File: config.mk
export PLATFORM = sky130hd
export DESIGN_NAME = fetch_unit
export DESIGN_NICKNAME = d
export VERILOG_FILES = /design/src/rtl/fetch_pkg.sv /design/src/rtl/fetch_perf_cnt.sv /design/src/rtl/fetch_unit.sv
export SDC_FILE = /design/constraint.sdc
export NUM_CORES = 1
export LEC_CHECK = 0
export BUFFER_PORTS_ARGS = -buffer_cell sky130_fd_sc_hd__buf_4
export CORE_ASPECT_RATIO = 1.5
export CORE_MARGIN = 2
export CORE_UTILIZATION = 47
export CTS_CLUSTER_SIZE = 16
export DETAILED_ROUTE_END_ITERATION = 7
export PLACE_DENSITY = 0.95
export SLEW_MARGIN = 20
export SYNTH_ARGS = -nofsm -noshare
export SYNTH_HDL_FRONTEND = slang
export SYNTH_HIERARCHICAL = 1
export SYNTH_SLANG_ARGS = --single-unit
File: constraint.sdc
create_clock -name clk -period 3.4 [get_ports clk]
set_input_delay 0 -clock clk [delete_from_list [all_inputs] [get_ports clk]]
set_output_delay 0 -clock clk [all_outputs]
set_load 0.01 [all_outputs]
File: src/rtl/fetch_pkg.sv
// Shared types and helpers for the instruction-fetch stage.
package fetch_pkg;

  typedef enum logic [1:0] {
    BOOT   = 2'd0,
    RUN    = 2'd1,
    HALTED = 2'd2
  } fetch_state_t;

  localparam logic [31:0] DEF_RESET_PC  = 32'd0;
  localparam logic [31:0] DEF_HALT_WORD = 32'hFFFF_FFFF;

  // depth must be a power of two
  function automatic logic [31:0] mask_pc(
    input logic [31:0] pc,
    input int unsigned depth
  );
    return pc & (depth - 1);
  endfunction

endpackage

File: src/rtl/fetch_perf_cnt.sv
// Saturating 32-bit event counter with enable.
module fetch_perf_cnt (
  input  logic        clk,
  input  logic        rst_n,
  input  logic        en,
  output logic [31:0] count
);

  always_ff @(posedge clk or negedge rst_n) begin
    if (!rst_n) begin
      count <= '0;
    end else if (en && count != '1) begin
      count <= count + 32'd1;
    end
  end

endmodule

File: src/rtl/fetch_unit.sv
// Fetch stage: PC register, IF/ID register, stall/redirect/halt.
// Optional perf counters under FETCH_PERF_CNT_EN.
module fetch_unit
  import fetch_pkg::*;
#(
  parameter int unsigned          PC_WIDTH  = 32,
  parameter int unsigned          MEM_DEPTH = 256,
  parameter logic [PC_WIDTH-1:0]  RESET_PC  = PC_WIDTH'(DEF_RESET_PC),
  parameter logic [31:0]          HALT_WORD = DEF_HALT_WORD
) (
  input  logic                clk,
  input  logic                rst_n,
  output logic [PC_WIDTH-1:0] pc_out,
  input  logic [31:0]         instr_in,
  input  logic                stall,
  input  logic                branch_valid,
  input  logic [PC_WIDTH-1:0] branch_target,
  output logic                if_valid,
  output logic [31:0]         if_instr,
  output logic [PC_WIDTH-1:0] if_pc,
  output logic                halted
`ifdef FETCH_PERF_CNT_EN
  ,
  output logic [31:0]         perf_fetch_cnt,
  output logic [31:0]         perf_stall_cnt
`endif
);

  fetch_state_t state_q, state_d;

  logic redirect;
  logic capture;
  logic halt_hit;
  logic stall_cyc;

  logic [PC_WIDTH-1:0] tgt_m;
  logic [PC_WIDTH-1:0] pc_inc;

  assign tgt_m  = PC_WIDTH'(mask_pc(32'(branch_target), MEM_DEPTH));
  assign pc_inc = PC_WIDTH'(mask_pc(32'(pc_out + PC_WIDTH'(1)), MEM_DEPTH));

  always_comb begin
    state_d   = state_q;
    redirect  = 1'b0;
    capture   = 1'b0;
    halt_hit  = 1'b0;
    stall_cyc = 1'b0;
    unique case (state_q)
      BOOT: state_d = RUN;
      RUN: begin
        if (branch_valid) begin
          redirect = 1'b1;
        end else if (stall) begin
          stall_cyc = 1'b1;
        end else if (instr_in == HALT_WORD) begin
          halt_hit = 1'b1;
          state_d  = HALTED;
        end else begin
          capture = 1'b1;
        end
      end
      HALTED: state_d = HALTED;
      default: state_d = BOOT;
    endcase
  end

  always_ff @(posedge clk or negedge rst_n) begin
    if (!rst_n) begin
      state_q  <= BOOT;
      pc_out   <= RESET_PC;
      if_valid <= 1'b0;
      if_instr <= '0;
      if_pc    <= '0;
    end else begin
      state_q <= state_d;
      if (redirect) begin
        pc_out   <= tgt_m;
        if_valid <= 1'b0;
      end else if (capture) begin
        if_instr <= instr_in;
        if_pc    <= pc_out;
        if_valid <= 1'b1;
        pc_out   <= pc_inc;
      end else if (halt_hit) begin
        if_valid <= 1'b0;
      end
    end
  end

  assign halted = (state_q == HALTED);

`ifdef FETCH_PERF_CNT_EN
  fetch_perf_cnt u_fetch_cnt (
    .clk   (clk),
    .rst_n (rst_n),
    .en    (capture),
    .count (perf_fetch_cnt)
  );

  fetch_perf_cnt u_stall_cnt (
    .clk   (clk),
    .rst_n (rst_n),
    .en    (stall_cyc),
    .count (perf_stall_cnt)
  );
`else
  logic unused_stall;
  assign unused_stall = stall_cyc;
`endif

endmodule

; Word level (Yosys, flattened, before mapping)
; Index checks and enable logic that the tools add are counted.
; W data, S select, Z words.
[op_classes]
addsub = 1
eq_ne = 6
mux = 19
bitwise_logic = 1
reduce_logical = 5
[op_table]
columns = op, n
row1 = $mux W32, 2
row2 = $eq A32 B32 Y1 const B, 1
row3 = $mux W1, 13
row4 = $add A8 B1 Y8 const B, 1
row5 = $mux W2, 3
row6 = $ne A2 B2 Y1 const B, 3
row7 = $pmux W2 S3, 1
row8 = $reduce_and A3 Y1, 1
row9 = $reduce_bool A3 Y1, 1
row10 = $eq A2 B1 Y1 const B, 1
row11 = $eq A2 B2 Y1 const B, 1
row12 = $logic_not A2 Y1, 1
row13 = $reduce_and A2 Y1, 1
row14 = $reduce_bool A2 Y1, 1
row15 = $not A1 Y1, 1
[word_totals]
register_bits = 99
input_bits = 68
output_inout_bits = 98
elab_cells = 37

; Longest topological paths before layout
; Gate-level depths: netlist of the first run.
[logic_depth]
ltp_word = 8
ltp_mapped = 7
mapped_depth_nobuf = 7

; Least setup slack after synthesis of the first run
; Ideal clock, no wire load.
[synth_path]
kind = flip-flop to flip-flop
start = reg state_q[1]
end = reg if_instr[0]
setup_time_ns = 0.125
arrival_time_ns = 1.531
t_required_ns = 3.275
slack_ns = 1.744
stages_incl_launch_ff = 7
path_buffers = 1
period_less_slack_ns = 1.656
path_cell_list = dfrtp_1 > inv_1 > ha_1 > nand2_1 > a21oi_2 > buf_6 > mux2_4
[synth_via]
elab_chain_len = 4
elab_cells_between_ends = 5
classes_between = eq/ne (1) / mux (2) / bitwise (1) / reduce/logical (1)
[synth_rtl]
columns = element, line_no
row1 = from (decl), fetch_unit.sv:29  ; fetch_state_t state_q, state_d;
row2 = from (signal assigned), fetch_unit.sv:75  ; state_q <= state_d;
row3 = $eq A2 B1 Y1 *, fetch_unit.sv:48  ; unique case (state_q)
row4 = $mux W1, fetch_unit.sv:48
row5 = $not A1 Y1 (no line), --
row6 = $reduce_and A2 Y1 (no line) *, --
row7 = to (signal assigned), fetch_unit.sv:80  ; if_instr <= instr_in;
row8 = to (decl), fetch_unit.sv:19  ; output logic [31:0] if_instr,
; Every way passes the cells marked *; elsewhere a longest branch is shown, timed or not.
; A chain may end at the register's enable or synchronous reset.

; Worst setup path after layout of the first run
[layout_path]
start = reg state_q[1]
end = reg if_instr[26]
; Same word-level chain as after synthesis.

==> results.cfg, run 1 <==
[route]
drt_iter0_markers = 75
postRouteAntennaNets = 0
routed_wl_um = 6690
dr.pass1.iters = 4
drc = 0
wl_per_cell_um = 15.9
avgViaCountPerCell = 4.75
dr_total_vias = 1999

[yosys]
ys_seq_area_share_pct = 46.6
synth_top_area_share_pct = 46.6
synth_top_area_cell = dfrtp_1
ys_ff_latch = 51
synthTopCellsByArea = dfrtp_1 (47%), mux2_4 (21%), buf_4 (13%)
synth_area_per_cell_um2 = 12.9
syn_area_mm2 = 0.00274
yosys_warnings = 6
synth_cell_types = 27
synth_cells = 212

[timing]
worst_pin_slew_ns = 0.714
min_period_over_period_pct = 66.9
tns_ns = 0
skew_ns = 0.00699
slew_viol_final = 0
hold_viol_final = 0
final.min_clock_period_ns = 2.27
rsz0062_at_grt = false
setup_viol = 0
timing.fmax_mhz = 440
maxSlewHeadroom_pct = 52.3
setup_ws_ns = 1.13
timing.hold.ws_ns = 0.0574

[global_route]
grt_pass1_wl_um = 10200
track_usage_pct = 21.0
grt_pass1_vias = 2073
antenna_found_initial = 0
grt_max_degree = 52
grt_overflow_total = 0

[die]
dieArea_mm2 = 0.00647
start_util_pct = 48.1
die_x_um = 66.4
ios = 166
placementRows = 34
core_mm2 = 0.00570
die_h_um = 97.5

[placement]
postPlaceCellArea_mm2 = 0.00332
detailedPlace.worstSlack_ns = 1.15
io_buffers = 93
routabilityCongestion = 0.782
place_inst = 372
dp_hpwl_um = 4380

[cells_and_area]
final_core_util_pct = 67.6
n_antenna_cell = 0
stdcell_area_mm2 = 0.00385
final_cells = 421
areaGrowthSynthToFinish_pct = 40.5
finalNetCount = 421
post_route_cells_drive_above_1_share_pct = 41.8

[min_path]
hp-class = input port to flop

[critical_path]
end_kind = flop
cp-start-kind = flop
arrival_ns = 2.45
worstPathMaxFanout = 29
cp.required_ns = 3.58
worst-setup-path-type = flop to flop

[clocking]
path_clk_slew_ns = 0.08
cts_setup_buffers = 0
h-tree-depth = 2
clockBufferDepth = 2
cts_tree = yes
clkSinkCount = 51
cts-root-buf = clkbuf_8
cts_buffers = 5
clk_latency_ns = 0.29

[power]
power_mw = 1.74
leakage_nw = 1.90
vdd_ir_drop_max_v = 0.000295
pwr_density_cell_mw_per_mm2 = 451

[run]
cap_violations = 0

[status]
outcome = finished clean
==> power breakdown <==
group / total [mW] / switching [mW] / leakage, nW / internal, mW
clock: 0.403 / 0.188 / 0.0502 / 0.215
combinational: 0.547 / 0.220 / 1.26 / 0.327
sequential: 0.785 / 0.0756 / 0.587 / 0.709
total: 1.74 / 0.484 / 1.90 / 1.25
==> synthesized netlist by cell type <==
library cell / n
conb_1: 1
nor2b_1: 1
a21oi_2: 1
a21oi_1: 13
dfrtp_1: 51
nand3_1: 5
nor4_4: 2
buf_6: 4
inv_1: 3
mux2i_1: 1
and3_1: 2
nand2_2: 1
nand4_1: 8
nand2_1: 3
buf_4: 48
a22oi_1: 1
mux2_1: 2
and4bb_2: 1
mux2_2: 2
o22ai_1: 1
mux2_4: 38
nor2_1: 9
o31a_1: 1
ha_1: 4
clkbuf_1: 1
a211oi_1: 1
xnor2_1: 7
==> metal layers <==
metal  up-vias  wire, um  part of all wire [%]  global-route usage, %
met5         -         0                     0                      0
li1        902         -                     -                      -
met2       107      3750                    56                   39.5
met3        22       415                   6.2                   3.71
met4         0       235                   3.5                   8.95
met1       968      2290                    34                   21.6
==> what timing repair did <==
action | 4_1_cts | 5_1_grt
hold buffers | 42 | 0
setup endpoints to repair | 0 | 0
gates resized for setup | 0 | 0
endpoints found under the hold margin | 92 | 0
==> cell families (layout without fill, tap and decap cells) <==
group                    after synthesis  count (layout)  synth area share [%]
flip-flops                            51              51                  46.6
multiplexers                          43              43                  22.8
AO/OA/AOI/OAI                         18              18                  3.79
other                                  1              48                 0.137
XOR/XNOR                               7               7                  2.24
adder cells (fa/ha/maj)                4               4                  1.83
buffers and inverters                 56             146                  15.3
AND/OR/NAND/NOR                       32              32                  7.30
==> state kept, by name, indices dropped and copies added, names as in the netlist <==
register and cells:
if_valid 1, if_instr 32, pc_out 8, if_pc 8, state_q 2
==> cell type report <==
class / instances / area (um2)
fillers: 420 / 1850
flip-flops and latches: 51 / 1280
multi-input cells: 152 / 1230
repair buffers: 136 / 1140
well taps: 72 / 90.1
clock buffers: 5 / 68.8
clock inverters: 2 / 37.5
inverters: 3 / 11.3
==> placed cells by master (no fill, tap or decap), types with 4 or more instances in the layout <==
cell type / instances
buf_4: 93
dfrtp_1: 51
conb_1: 48
dlygate4sd3_1: 42
mux2_4: 38
a21oi_1: 13
nor2_1: 9
nand4_1: 8
xnor2_1: 7
nand3_1: 5
clkbuf_8: 5
ha_1: 4
==> worst max-delay path: stages (launching register included) <==
cell	delay (ns)
dfrtp_1	0.41
inv_1	0.08
ha_1	0.26
nand2_1	0.12
a21oi_4	0.57
buf_12	0.32
mux2_2	0.37
==> worst paths after layout <==
| kind | startpoint | to | slack, ns | depth (start not counted) |
|---|---|---|---|---|
| min in group asynchronous | rst_n | if_instr[28] | 0.26 | 2 |
| setup reg to reg | state_q[1] | if_instr[26] | 1.13 | 6 |
| setup / recovery | state_q[1] | if_instr[26] | 1.13 | 6 |
| hold reg to reg | if_instr[2] | if_instr[2] | 0.52 | 1 |
| hold / removal | stall | if_valid | 0.06 | 3 |
| max in group asynchronous | rst_n | pc_out[4] | 2.72 | 2 |
(Power assumes the default switching activity.)
==> inputs of run 2 (changes only) <==
--- a/config.mk
+++ b/config.mk
@@ -5,13 +5,14 @@
 export SDC_FILE = /design/constraint.sdc
 export NUM_CORES = 1
 export LEC_CHECK = 0
+export ABC_AREA = 1
 export BUFFER_PORTS_ARGS = -buffer_cell sky130_fd_sc_hd__buf_4
 export CORE_ASPECT_RATIO = 1.5
 export CORE_MARGIN = 2
-export CORE_UTILIZATION = 47
+export CORE_UTILIZATION = 40
 export CTS_CLUSTER_SIZE = 16
 export DETAILED_ROUTE_END_ITERATION = 7
-export PLACE_DENSITY = 0.95
+export PLACE_DENSITY = 0.87
 export SLEW_MARGIN = 20
 export SYNTH_ARGS = -nofsm -noshare
 export SYNTH_HDL_FRONTEND = slang
==> constraint.sdc (replaced) <==
create_clock -name clk -period 2 [get_ports clk]
set_input_delay 0 -clock clk [delete_from_list [all_inputs] [get_ports clk]]
set_output_delay 0 -clock clk [all_outputs]
set_load 0.01 [all_outputs]
==> results.cfg, run 2 <==
[route]
dr.pass1.iters = 5
routed_wl_um = 7170
wl_per_cell_um = 12.8
avgViaCountPerCell = 4.68
drt_iter0_markers = 123
dr_total_vias = 2618
drc = 0
postRouteAntennaNets = 0

[yosys]
synth_top_area_cell = dfrtp_1
synth_edf_count = 0
synth.most_common_cell = nand2_1
synth_cells = 351
ys_ff_latch = 51
async_flop_share_pct = 100
synth_top_area_share_pct = 45.7
syn_area_mm2 = 0.00279
yosys_warnings = 6
ys_seq_area_share_pct = 45.7
synth_area_per_cell_um2 = 7.96
synth_common_cells = nand2_1 (137), buf_4 (51), dfrtp_1 (51), nand3_1 (51), inv_1 (12)
synthTopCellsByArea = dfrtp_1 (46%), nand2_1 (18%), buf_4 (14%)
dominantRegCellSynth = dfrtp_1
synth_cell_types = 25

[global_route]
grt_pass1_vias = 2462
grt_max_degree = 56
grt_pass1_wl_um = 11400
antenna_found_initial = 0
grt_overflow_total = 0
track_usage_pct = 18.8

[placement]
dp_hpwl_um = 4770
io_buffers = 93
detailedPlace.worstSlack_ns = 0.214
routabilityCongestion = 0.858
place_inst = 512

[timing]
tns_ns = 0
setup_viol = 0
skew_ns = 0.00685
min_period_over_period_pct = 89.4
worst_pin_slew_ns = 0.643
final.min_clock_period_ns = 1.79
hold_viol_final = 0
timing.hold.ws_ns = 0.0802
setup_ws_ns = 0.213
rsz0062_at_grt = false
slew_viol_final = 0
maxSlewHeadroom_pct = 57.1
timing.fmax_mhz = 560

[die]
dieArea_mm2 = 0.00768
die_h_um = 106
die_x_um = 72.2
ios = 166
placementRows = 37
core_mm2 = 0.00681
start_util_pct = 41.1

[cells_and_area]
largest_reg_flops = 32
final_core_util_pct = 56.9
post_route_cells_drive_above_1_share_pct = 22.8
top_register = if_instr
fillCellCount = 611
n_antenna_cell = 0
finalNetCount = 553
final_cells = 560
reg.largest.list = if_instr x32, if_pc x8, pc_out x8
final_cell_mix = nand2_1 (137), buf_4 (96), nand3_1 (51), dfrtp_1 (51), conb_1 (48)
layout_commonest_cell = nand2_1
areaGrowthSynthToFinish_pct = 38.6

[critical_path]
cp.required_ns = 2.25
worstPathMaxFanout = 55
cp-start-kind = flop
worst-setup-path-type = flop to flop
arrival_ns = 2.03
end_kind = flop

[clocking]
path_clk_slew_ns = 0.09
cts-root-buf = clkbuf_8
cts_tree = yes
clockBufferDepth = 2
clk_latency_ns = 0.31
cts_resized = 0
cts_buffers = 5
clkSinkCount = 51
h-tree-depth = 2

[power]
leakage_nw = 2.16
vdd_ir_drop_max_v = 0.000509
pwr_density_cell_mw_per_mm2 = 733

[run]
cap_violations = 0

[min_path]
hp-class = input port to flop

[status]
outcome = finished clean
[run 2: cell count changes after synthesis, moves of 3 or more]
cell	before	now
nand2_1	3	137
inv_1	3	12
buf_2	0	3
xnor2_1	7	0
a21oi_1	13	0
o21ai_1	0	5
buf_4	48	51
nand4_1	8	2
mux2_4	38	0
clkbuf_1	1	4
nand3_1	5	51
o21ai_0	0	5
[run 2: area by class of cell]
cell class	count	area, um2	area share [%]
clock buffers	6	82.6	2.13
clock inverters	2	35.0	0.905
flip-flops and latches	51	1280	33.0
well taps	78	97.6	2.52
multi-input cells	274	1210	31.3
repair buffers	136	1120	29.0
inverters	13	48.8	1.26
[run 2: path summary, 6_finish.rpt]
check	from	endpoint	slack, ns	depth (start not counted)
worst min register to register	if_instr[6]	if_instr[6]	0.48	2
max in group asynchronous	rst_n	if_instr[0]	1.31	2
worst min-delay path	branch_target[3]	pc_out[3]	0.08	5
min in group asynchronous	rst_n	pc_out[7]	0.26	2
worst max register to register	state_q[1]	pc_out[7]	0.21	8
worst max-delay path	state_q[1]	pc_out[7]	0.21	8
[run 2: per-layer routing]
metal / vias up / track usage [%] / routed length [um]
met2: 123 / 34.1 / 3910
met3: 24 / 3.70 / 462
li1: 1274 / - / -
met4: 0 / 9.43 / 299
met5: - / 0 / 0
met1: 1197 / 20.0 / 2500
[run 2: worst max-delay path, stage by stage, from the launching register on]
cell and delay [ns]:
dfrtp_1 0.41, inv_1 0.08, ha_1 0.22, inv_1 0.12
nor2_8 0.25, nand2_8 0.26, nand2_2 0.25, nand2_1 0.07
nand2_1 0.07
[run 2: through the flow]
| step | power [mW] | instance area [um2] |
|---|---|---|
| 3_3_place_gp | 2.02 | 3350 |
| 5_1_grt | 3.00 | 3870 |
| 2_1_floorplan | 1.71 | 2970 |
| 6_report | 2.84 | 3870 |
| 4_1_cts | 2.86 | 3870 |
| 3_5_place_dp | 2.04 | 3350 |
[run 2: logic make-up after synthesis]
logic type	Yosys count	synth area share, %
simple gates	209	32.5
flops	51	45.7
xor+xnor	1	0.314
fa+ha+maj	4	1.79
compound gates	12	2.28
other cells	1	0.134
buf+inv	73	17.3
[run 2: what timing repair did]
action                                 CTS  global route
endpoints found under the hold margin   90             0
hold buffers                            40             0
setup buffers                            0             0
[run 2: power by group]
part	internal (mW)	total (mW)	switching, mW
combinational	0.391	0.790	0.399
clock	0.405	0.747	0.342
sequential	1.18	1.30	0.115
total	1.98	2.84	0.857
==> inputs of run 3 (changes only) <==
--- a/config.mk
+++ b/config.mk
@@ -9,10 +9,10 @@
 export BUFFER_PORTS_ARGS = -buffer_cell sky130_fd_sc_hd__buf_4
 export CORE_ASPECT_RATIO = 1.5
 export CORE_MARGIN = 2
-export CORE_UTILIZATION = 40
+export CORE_UTILIZATION = 47
 export CTS_CLUSTER_SIZE = 16
 export DETAILED_ROUTE_END_ITERATION = 7
-export PLACE_DENSITY = 0.87
+export PLACE_DENSITY = 0.95
 export SLEW_MARGIN = 20
 export SYNTH_ARGS = -nofsm -noshare
 export SYNTH_HDL_FRONTEND = slang
==> constraint.sdc (replaced) <==
create_clock -name clk -period 2.3 [get_ports clk]
set_input_delay 0 -clock clk [delete_from_list [all_inputs] [get_ports clk]]
set_output_delay 0 -clock clk [all_outputs]
set_load 0.01 [all_outputs]
==> results.cfg, run 3 (synthesis results as in run 2) <==
[clocking]
cts_tree = yes
cts-root-buf = clkbuf_8
h-tree-depth = 2
clkSinkCount = 51
cts_buffers = 5
path_clk_slew_ns = 0.09
clk_latency_ns = 0.30
clockBufferDepth = 2

[route]
drt_iter0_markers = 203
dr_total_vias = 2631
drc = 0
postRouteAntennaNets = 0
wl_per_cell_um = 13.2
routed_wl_um = 7280
dr.pass1.iters = 4
avgViaCountPerCell = 4.78

[critical_path]
rr_startpoint = state_q[1]
cpLargestDelayFamily = simple AND/OR/NAND/NOR gates
end_kind = flop
rr_worst_depth = 8
worstPathCellList = dlygate4sd3_1 > buf_4 > nand2_1 > nor2_1 > nand2_1 > nor2_2 > nand2_4 > nand2_8 > nand2_2 > nand2_1 > nand2_1
r2r_setup_slack_ns = 0.49
worst-setup-path-type = input port to flop
r2r-end = pc_out[2]
critical_path.most_common_cell = nand2_1
crit_start = instr_in[22]
arrival_ns = 2.18
cp_slowest_cell = dlygate4sd3_1
cp-start-kind = input port
critPathCapture = pc_out[2]
path_depth = 11
cp.required_ns = 2.49
crit_buf_inv = 2
crit_path_max_incr_delay_ns = 0.56
worstPathMaxFanout = 55

[placement]
detailedPlace.worstSlack_ns = 0.539
postPlaceCellArea_mm2 = 0.00334
dp_hpwl_um = 4640
routabilityCongestion = 0.741
io_buffers = 93

[global_route]
grt_overflow_total = 0
track_usage_pct = 22.9
antenna_found_initial = 0
grt_pass1_wl_um = 11600
grt_max_degree = 56
grt_pass1_vias = 2461

[power]
power_mw = 2.32
vdd_ir_drop_max_v = 0.000332
leakage_nw = 2.13
pwr_density_cell_mw_per_mm2 = 612

[timing]
rsz0062_at_grt = false
hold_viol_final = 0
tns_ns = 0
min_period_over_period_pct = 86.6
setup_ws_ns = 0.308
final.min_clock_period_ns = 1.99
maxSlewHeadroom_pct = 56.1
slew_viol_final = 0
timing.hold.ws_ns = 0.0255
timing.fmax_mhz = 502
setup_viol = 0
worst_pin_slew_ns = 0.659
skew_ns = 0.00894

[die]
die_h_um = 98.4
core_mm2 = 0.00579
dieArea_mm2 = 0.00659
die_x_um = 67.0
start_util_pct = 48.3
placementRows = 34
ios = 166

[cells_and_area]
finalNetCount = 549
post_route_cells_drive_above_1_share_pct = 22.8
layout_commonest_cell = nand2_1
reg.largest.list = if_instr x32, if_pc x8, pc_out x8
stdcell_area_mm2 = 0.00379
top_register = if_instr
final_cell_mix = nand2_1 (137), buf_4 (95), nand3_1 (51), dfrtp_1 (51), conb_1 (48)
areaGrowthSynthToFinish_pct = 35.7
n_antenna_cell = 0
largest_reg_flops = 32

[min_path]
hp-class = input port to flop

[run]
cap_violations = 0

[status]
outcome = finished clean
[run 3: cell types whose count changed in the layout (fill, tap and decap cells not counted), sizes merged]
cell and change:
clkbuf -1, clkinv +2, buf -1, bufinv -1, dlygate4sd3 -3
[run 3: through the flow]
step	utilization [%]	instances
floorplan	-	398
global placement	57.7	505
detailed placement	57.7	505
CTS	65.5	550
global route	65.5	550
finish	65.5	550
[run 3: worst reg2reg max path, cell delays in order (launching register included)]
cell and delay [ns]:
dfrtp_1 0.41, inv_1 0.08, ha_1 0.23, inv_1 0.13, nor2_8 0.22, nand2_8 0.24, nand2_2 0.28, nand2_1 0.08
nand2_1 0.06
[run 3: metal layers]
| metal | vias up | global-route usage [%] | share of wire [%] |
|---|---|---|---|
| met5 | - | 0 | 0 |
| met4 | 0 | 7.69 | 2.2 |
| met3 | 12 | 3.20 | 6.4 |
| met2 | 126 | 43.0 | 56 |
| met1 | 1233 | 25.5 | 35 |
| li1 | 1260 | - | - |
[run 3: what timing repair did]
action                                 4_1_cts  5_1_grt
gates resized for setup                      0        0
hold buffers                                37        0
endpoints found under the hold margin       87        0
buffers inserted                             0        0
[run 3: worst min path at each step]
| stage | to | depth (start not counted) | from |
|---|---|---|---|
| 3_3_place_gp | pc_out[7] | 1 | rst_n |
| 3_5_place_dp | pc_out[7] | 1 | rst_n |
| 6_report | pc_out[4] | 5 | branch_target[4] |
| 5_1_grt | pc_out[4] | 5 | branch_target[4] |
| 2_1_floorplan | if_instr[0] | 0 | rst_n |
| 4_1_cts | pc_out[4] | 5 | branch_target[4] |
[run 3: power by group]
part | switching (mW) | total (mW) | internal (mW)
sequential | 0.0984 | 1.13 | 1.03
combinational | 0.352 | 0.688 | 0.337
clock | 0.296 | 0.505 | 0.209
[run 3: final cells by class]
class,count,area [um2]
Fill cell,469,1990
Sequential cell,51,1280
Multi-Input combinational cell,274,1210
Timing Repair Buffer,132,1080
Tap cell,72,90.1
Clock buffer,5,68.8
Inverter,13,48.8
Clock inverter,3,15.0
